[src/rtl/qam_demodulation.sv]
// rtl/qam_demodulation.sv - Hard-decision QAM-4 demapper with Avalon-ST framing checks
//
// Purpose: slices PIPELINE_DEEPTH signed I/Q pairs per beat into 2-bit symbols
//          (sym[1] = Q sign, sym[0] = I sign, zero counts as positive) through one
//          registered stage with ready/valid backpressure, a packet-framing FSM and
//          status counters.
// Optional: QAM_DEMOD_WEAK_CNT_EN adds status_weak_count (per-packet count of
//           components with |value| < WEAK_THRESH, saturating at 0xFFFF).
// Ports:
//   clock_clk, reset_reset           clock, asynchronous active-high reset
//   asi_in0_*                        sample sink (data/valid/ready/sop/eop)
//   aso_out0_*                       symbol source (data/valid/ready/sop/eop)
//   status_pkt_count                 completed packets, wraps
//   status_error                     sticky framing error
//   status_weak_count                (optional) weak components of last packet

module qam_demodulation #(
    parameter int QAM_STAGE       = 4,
    parameter int MOD_OUT_WIDTH   = 8,
    parameter int PIPELINE_DEEPTH = 16,
    parameter int WEAK_THRESH     = 2**MOD_OUT_WIDTH/8
) (
    input  logic                                     clock_clk,
    input  logic                                     reset_reset,
    input  logic [PIPELINE_DEEPTH*MOD_OUT_WIDTH*2-1:0] asi_in0_data,
    input  logic                                     asi_in0_valid,
    output logic                                     asi_in0_ready,
    input  logic                                     asi_in0_startofpacket,
    input  logic                                     asi_in0_endofpacket,
    output logic [PIPELINE_DEEPTH*2-1:0]             aso_out0_data,
    output logic                                     aso_out0_valid,
    input  logic                                     aso_out0_ready,
    output logic                                     aso_out0_startofpacket,
    output logic                                     aso_out0_endofpacket,
    output logic [31:0]                              status_pkt_count,
    output logic                                     status_error
`ifdef QAM_DEMOD_WEAK_CNT_EN
    ,
    output logic [15:0]                              status_weak_count
`endif
);

    localparam int W     = MOD_OUT_WIDTH;
    localparam int PD    = PIPELINE_DEEPTH;
    localparam int IN_W  = PD * 2 * W;
    localparam int OUT_W = PD * 2;

    if (QAM_STAGE != 4 || WEAK_THRESH < 0) begin : g_bad_cfg
        $error("qam_demodulation: only QAM_STAGE=4 with non-negative WEAK_THRESH is supported");
    end

    typedef enum logic {ST_IDLE, ST_IN_PKT} state_t;

    state_t             state_q, state_d;
    logic               out_valid_q, out_valid_d;
    logic [OUT_W-1:0]   out_data_q, out_data_d;
    logic               out_sop_q, out_sop_d;
    logic               out_eop_q, out_eop_d;
    logic [31:0]        pkt_count_q, pkt_count_d;
    logic               error_q, error_d;

    logic               in_ready;
    logic               accept;
    logic               fwd;
    logic [OUT_W-1:0]   syms;

    // Only the sign bits feed the slicer; the rest of each sample is
    // deliberately ignored in the default build.
    logic               data_unused;
    assign data_unused = ^asi_in0_data;

    always_comb begin
        syms = '0;
        for (int i = 0; i < PD; i++) begin
            syms[OUT_W-1-2*i -: 2] = {asi_in0_data[IN_W-1-i*2*W-W],
                                      asi_in0_data[IN_W-1-i*2*W]};
        end
    end

    always_comb begin
        in_ready = !out_valid_q || aso_out0_ready;
        accept   = asi_in0_valid && in_ready;
        // A beat without SOP outside a packet is consumed but never forwarded.
        fwd      = accept && !(state_q == ST_IDLE && !asi_in0_startofpacket);

        state_d     = state_q;
        out_data_d  = out_data_q;
        out_sop_d   = out_sop_q;
        out_eop_d   = out_eop_q;
        pkt_count_d = pkt_count_q;
        error_d     = error_q;

        // An accept implies the output register is empty or being drained,
        // so a dropped beat simply leaves it empty.
        out_valid_d = accept ? fwd : (out_valid_q && !aso_out0_ready);

        if (fwd) begin
            out_data_d = syms;
            out_sop_d  = asi_in0_startofpacket;
            out_eop_d  = asi_in0_endofpacket;
            if (asi_in0_endofpacket) begin
                state_d     = ST_IDLE;
                pkt_count_d = pkt_count_q + 32'd1;
            end else begin
                state_d = ST_IN_PKT;
            end
        end

        if (accept && ((state_q == ST_IDLE && !asi_in0_startofpacket) ||
                       (state_q == ST_IN_PKT && asi_in0_startofpacket))) begin
            error_d = 1'b1;
        end
    end

`ifdef QAM_DEMOD_WEAK_CNT_EN
    localparam int          CW       = $clog2(2*PD + 1);
    localparam logic [W:0]  THRESH_V = WEAK_THRESH[W:0];

    logic [15:0]   weak_acc_q, weak_acc_d;
    logic [15:0]   weak_out_q, weak_out_d;
    logic [CW-1:0] weak_beat;
    logic [16:0]   weak_sum;
    logic [15:0]   weak_next;

    // Magnitude is taken in W+1 bits so the most negative sample maps to 2**(W-1).
    function automatic logic is_weak(input logic [W-1:0] c);
        logic [W:0] ext;
        logic [W:0] mag;
        ext = {c[W-1], c};
        mag = ext[W] ? (~ext + 1'b1) : ext;
        return mag < THRESH_V;
    endfunction

    always_comb begin
        weak_beat = '0;
        for (int i = 0; i < PD; i++) begin
            weak_beat = weak_beat
                      + CW'(is_weak(asi_in0_data[IN_W-1-i*2*W -: W]))
                      + CW'(is_weak(asi_in0_data[IN_W-1-i*2*W-W -: W]));
        end
        weak_sum   = asi_in0_startofpacket ? 17'(weak_beat)
                                           : {1'b0, weak_acc_q} + 17'(weak_beat);
        weak_next  = weak_sum[16] ? 16'hFFFF : weak_sum[15:0];
        weak_acc_d = fwd ? weak_next : weak_acc_q;
        weak_out_d = (fwd && asi_in0_endofpacket) ? weak_next : weak_out_q;
    end

    assign status_weak_count = weak_out_q;
`endif

    always_ff @(posedge clock_clk or posedge reset_reset) begin
        if (reset_reset) begin
            state_q     <= ST_IDLE;
            out_valid_q <= 1'b0;
            out_data_q  <= '0;
            out_sop_q   <= 1'b0;
            out_eop_q   <= 1'b0;
            pkt_count_q <= '0;
            error_q     <= 1'b0;
`ifdef QAM_DEMOD_WEAK_CNT_EN
            weak_acc_q  <= '0;
            weak_out_q  <= '0;
`endif
        end else begin
            state_q     <= state_d;
            out_valid_q <= out_valid_d;
            out_data_q  <= out_data_d;
            out_sop_q   <= out_sop_d;
            out_eop_q   <= out_eop_d;
            pkt_count_q <= pkt_count_d;
            error_q     <= error_d;
`ifdef QAM_DEMOD_WEAK_CNT_EN
            weak_acc_q  <= weak_acc_d;
            weak_out_q  <= weak_out_d;
`endif
        end
    end

    assign asi_in0_ready          = in_ready;
    assign aso_out0_valid         = out_valid_q;
    assign aso_out0_data          = out_data_q;
    assign aso_out0_startofpacket = out_sop_q;
    assign aso_out0_endofpacket   = out_eop_q;
    assign status_pkt_count       = pkt_count_q;
    assign status_error           = error_q;

endmodule

[config.mk]
export PLATFORM = sky130hd
export DESIGN_NAME = qam_demodulation
export DESIGN_NICKNAME = d
export VERILOG_FILES = /design/src/rtl/qam_demodulation.sv
export SDC_FILE = /design/constraint.sdc
export NUM_CORES = 1
export LEC_CHECK = 0
export CAP_MARGIN = 0
export CORE_AREA = 4 4 126 128
export DETAILED_ROUTE_END_ITERATION = 16
export DIE_AREA = 0 0 130 132
export GPL_ROUTABILITY_DRIVEN = 0
export PLACE_DENSITY = 0.66
export SLEW_MARGIN = 20
export SYNTH_ARGS = -nofsm -noshare
export SYNTH_HDL_FRONTEND = slang
export SYNTH_SLANG_ARGS = --single-unit
[constraint.sdc]
create_clock -name clock_clk -period 2.1 [get_ports clock_clk]
set_input_delay 0.315 -clock clock_clk [delete_from_list [all_inputs] [get_ports clock_clk]]
set_output_delay 0.315 -clock clock_clk [all_outputs]
set_load 0.03 [all_outputs]
==> metrics.txt <==
sequential power share=approximately 36%; FFs w/ async S/R, synth=100%; Post-Syn Area per Cell=13.5 um2; Comb power frac=29.2%; Yosys reg bits=69; CP max-delay cell=clkdlybuf4s50_1; drt pass-1 iters=4; Starting Density=19.2%; WL final=a little under 9 mm; syn nets=between 400 and 500; Crit. End Element=primary output; H-tree depth=3; Hold WC Path Type=primary input to asynchronous set/reset pin; clock-pin slew on the worst setup and hold paths=~0.060 ns; vias in the first global route=2281; status=completed; Post-CTS Hold Buffers=0; Die Height=between 100 and 150 um; Core Area=14900 um2; Post-Place Worst Slack=-0.174 ns; global-route usage over all layers=between 10% and 20%; ys flop type=dfrtp_1; maximum buffer depth of the clock tree=2; NumNets Final=600; leading area contributor after synthesis=dfrtp_1; global-route wire length before repair=13.9 mm; final cycle utilization of the critical path=96.8%; sw power=~1500 uW; antenna violations before repair=5; slew at the pin closest to its max-slew limit=slightly below 0.6 ns; # IOs=331; post-route setup slack=around 0.067 ns; Pleak=0.00197 uW; cell mode on critical path=clkdlybuf4s50_1; final setup violation count=0; CP top delay family=buffers and inverters; VDD IR max=0.000665 V; mapped cell area=2850 um2; most frequent cells after synthesis=dfrtp_1 (69), mux2_2 (33), xnor2_1 (18); TritonCTS clock tree=done; I/O Buffers=106; grt total ovfl=0; CP max stage delay=~0.7 ns; P per Cell Area=between 1000 and 1500 nW/um2; Final min period=2.03 ns; Max Clock Skew=0.00590 ns; post-route ant nets=0; Clk Latency, worst-skew pair=0.33 ns; post-synthesis sequential area ratio=60.5%; Max Cap Viol=0; Via density=3.88; DR DRC count=0; worst rel slew slack=between 60% and 70%; Initial DRC Count=just under 90; Setup crit start kind=primary input; synthesized instance count=between 200 and 250; DR WL/cell=16.8 um; EDFF count, synth=0; power share of the clock group=a little over a third; Num CTS Buffers=9; Slew Viols, Final=0; switching part of the total=between 30% and 40%; Buffers & Inverters on Critical Path=2; dpl hpwl=6.88 mm; CP cell instances=clkdlybuf4s50_1 -> nand2b_1 -> clkdlybuf4s50_1; total number of vias=2061; clk root buf=clkbuf_16; Hold Vio Cnt, Final=0; die extent in x=130 um; ranking of synthesized cells by area=dfrtp_1 (60%), mux2_2 (13%), xnor2_1 (5.5%), xor2_1 (4.0%), nand3_1 (1.9%); Netlist cell types=28; DIE AREA=17200 um2; RSZ-0062 raised after global routing=false; critical path arrival=approximately 1.7 ns; largest net degree at the start of global routing=47; Area growth, synth to finish=60.2%; site row count=45; layout cells sized above 1=between 20 and 25%; critical path class=primary input to primary output; Pint=3370 uW; CP required=1.78 ns; fmax=492 MHz; critical-path maximum fanout=6; CTS resizes=0; Sum Neg Setup Slack=0 ns; Ys Warns=0; most common cell in the synthesized netlist=dfrtp_1; Synth top area share=60.5%; Clock Sinks=69; postcts setup bufs=0
==> flip-flops by register name, summed over array words and instances (netlist names) <==
signal,cells
aso_out0_valid,1
status_error,1
aso_out0_startofpacket,1
aso_out0_data,32
state_q,1
status_pkt_count,32
aso_out0_endofpacket,1
==> final cells by class <==
type / count / area, um2
multi-input combinational: 131 / 1070
sequential: 69 / 1730
clock buffer: 10 / 229
tap: 188 / 235
clock inverter: 6 / 111
inverter: 7 / 26.3
timing repair buffer: 118 / 1160
antenna: 2 / 5.00
fill: 1544 / 10300
==> final timing paths <==
check / start / to / slack [ns] / cells after the start
hold reg to reg: status_pkt_count[31] / status_pkt_count[31] / 0.48 / 1
max in group asynchronous: reset_reset / status_pkt_count[29] / 1.22 / 3
setup / recovery: aso_out0_ready / asi_in0_ready / 0.07 / 3
min in group clock_clk: status_pkt_count[31] / status_pkt_count[31] / 0.48 / 1
setup reg to reg: state_q / status_pkt_count[28] / 0.31 / 7
hold / removal: reset_reset / aso_out0_data[8] / 0.36 / 3
==> cells by family (layout without fill, tap and decap cells) <==
group,count (synthesis),in the layout,share of synthesized area [%]
other,0,2,0
adder cells (fa/ha/maj),2,2,0.877
XOR/XNOR,31,31,9.51
flip-flops,69,69,60.5
AO/OA/AOI/OAI,3,3,0.701
AND/OR/NAND/NOR,62,62,13.5
buffers and inverters,11,141,1.84
multiplexers,33,33,13.0
==> layer usage <==
layer  wire [um]  share of wire, %  track usage, %
met1        4050                46            14.2
met2        3240                36            13.1
met3        1480                17            9.44
met4         106               1.2            3.12
met5          14              0.16               0
==> worst reg2reg max path, delay by kind of cell, from the launching register on <==
| family | cells | cell delay (ns) |
|---|---|---|
| flops | 1 | 0.32 |
| xor+xnor | 1 | 0.12 |
| fa+ha+maj | 1 | 0.17 |
| simple gates | 4 | 1.00 |
| buf+inv | 1 | 0.05 |
==> power groups by stage <==
stage / Combinational [uW] / Sequential (uW) / Clock, uW
final: 1430 / 1740 / 1720
after global routing: 1520 / 1780 / 1850
after CTS: 1460 / 1740 / 1780
after detailed placement: 1440 / 1750 / 0
after global placement: 1450 / 1740 / 0
after floorplan: 313 / 2180 / 0
==> cell usage in the layout, fill, tap and decap left out, drive strengths merged, types with 10 or more instances in the layout <==
cell / count
dfrtp: 69
nand3: 11
nand2: 13
nor2: 11
clkbuf: 10
clkdlybuf4s50: 106
mux2: 33
buf: 12
xnor2: 18
xor2: 13
==> through the flow <==
step | instances | power, uW | utilization (%) | area, um2 | hold slack, ns
floorplan | 211 | 2490 | - | 2850 | 0.446
global placement | 513 | 3190 | 28.4 | 4230 | 0.459
detailed placement | 513 | 3200 | 28.4 | 4230 | 0.466
CTS | 529 | 4970 | 30.7 | 4570 | 0.363
global route | 529 | 5150 | 30.7 | 4570 | 0.417
finish | 531 | 4890 | 30.8 | 4570 | 0.362
Note: power is estimated with default switching activity, not from simulation.
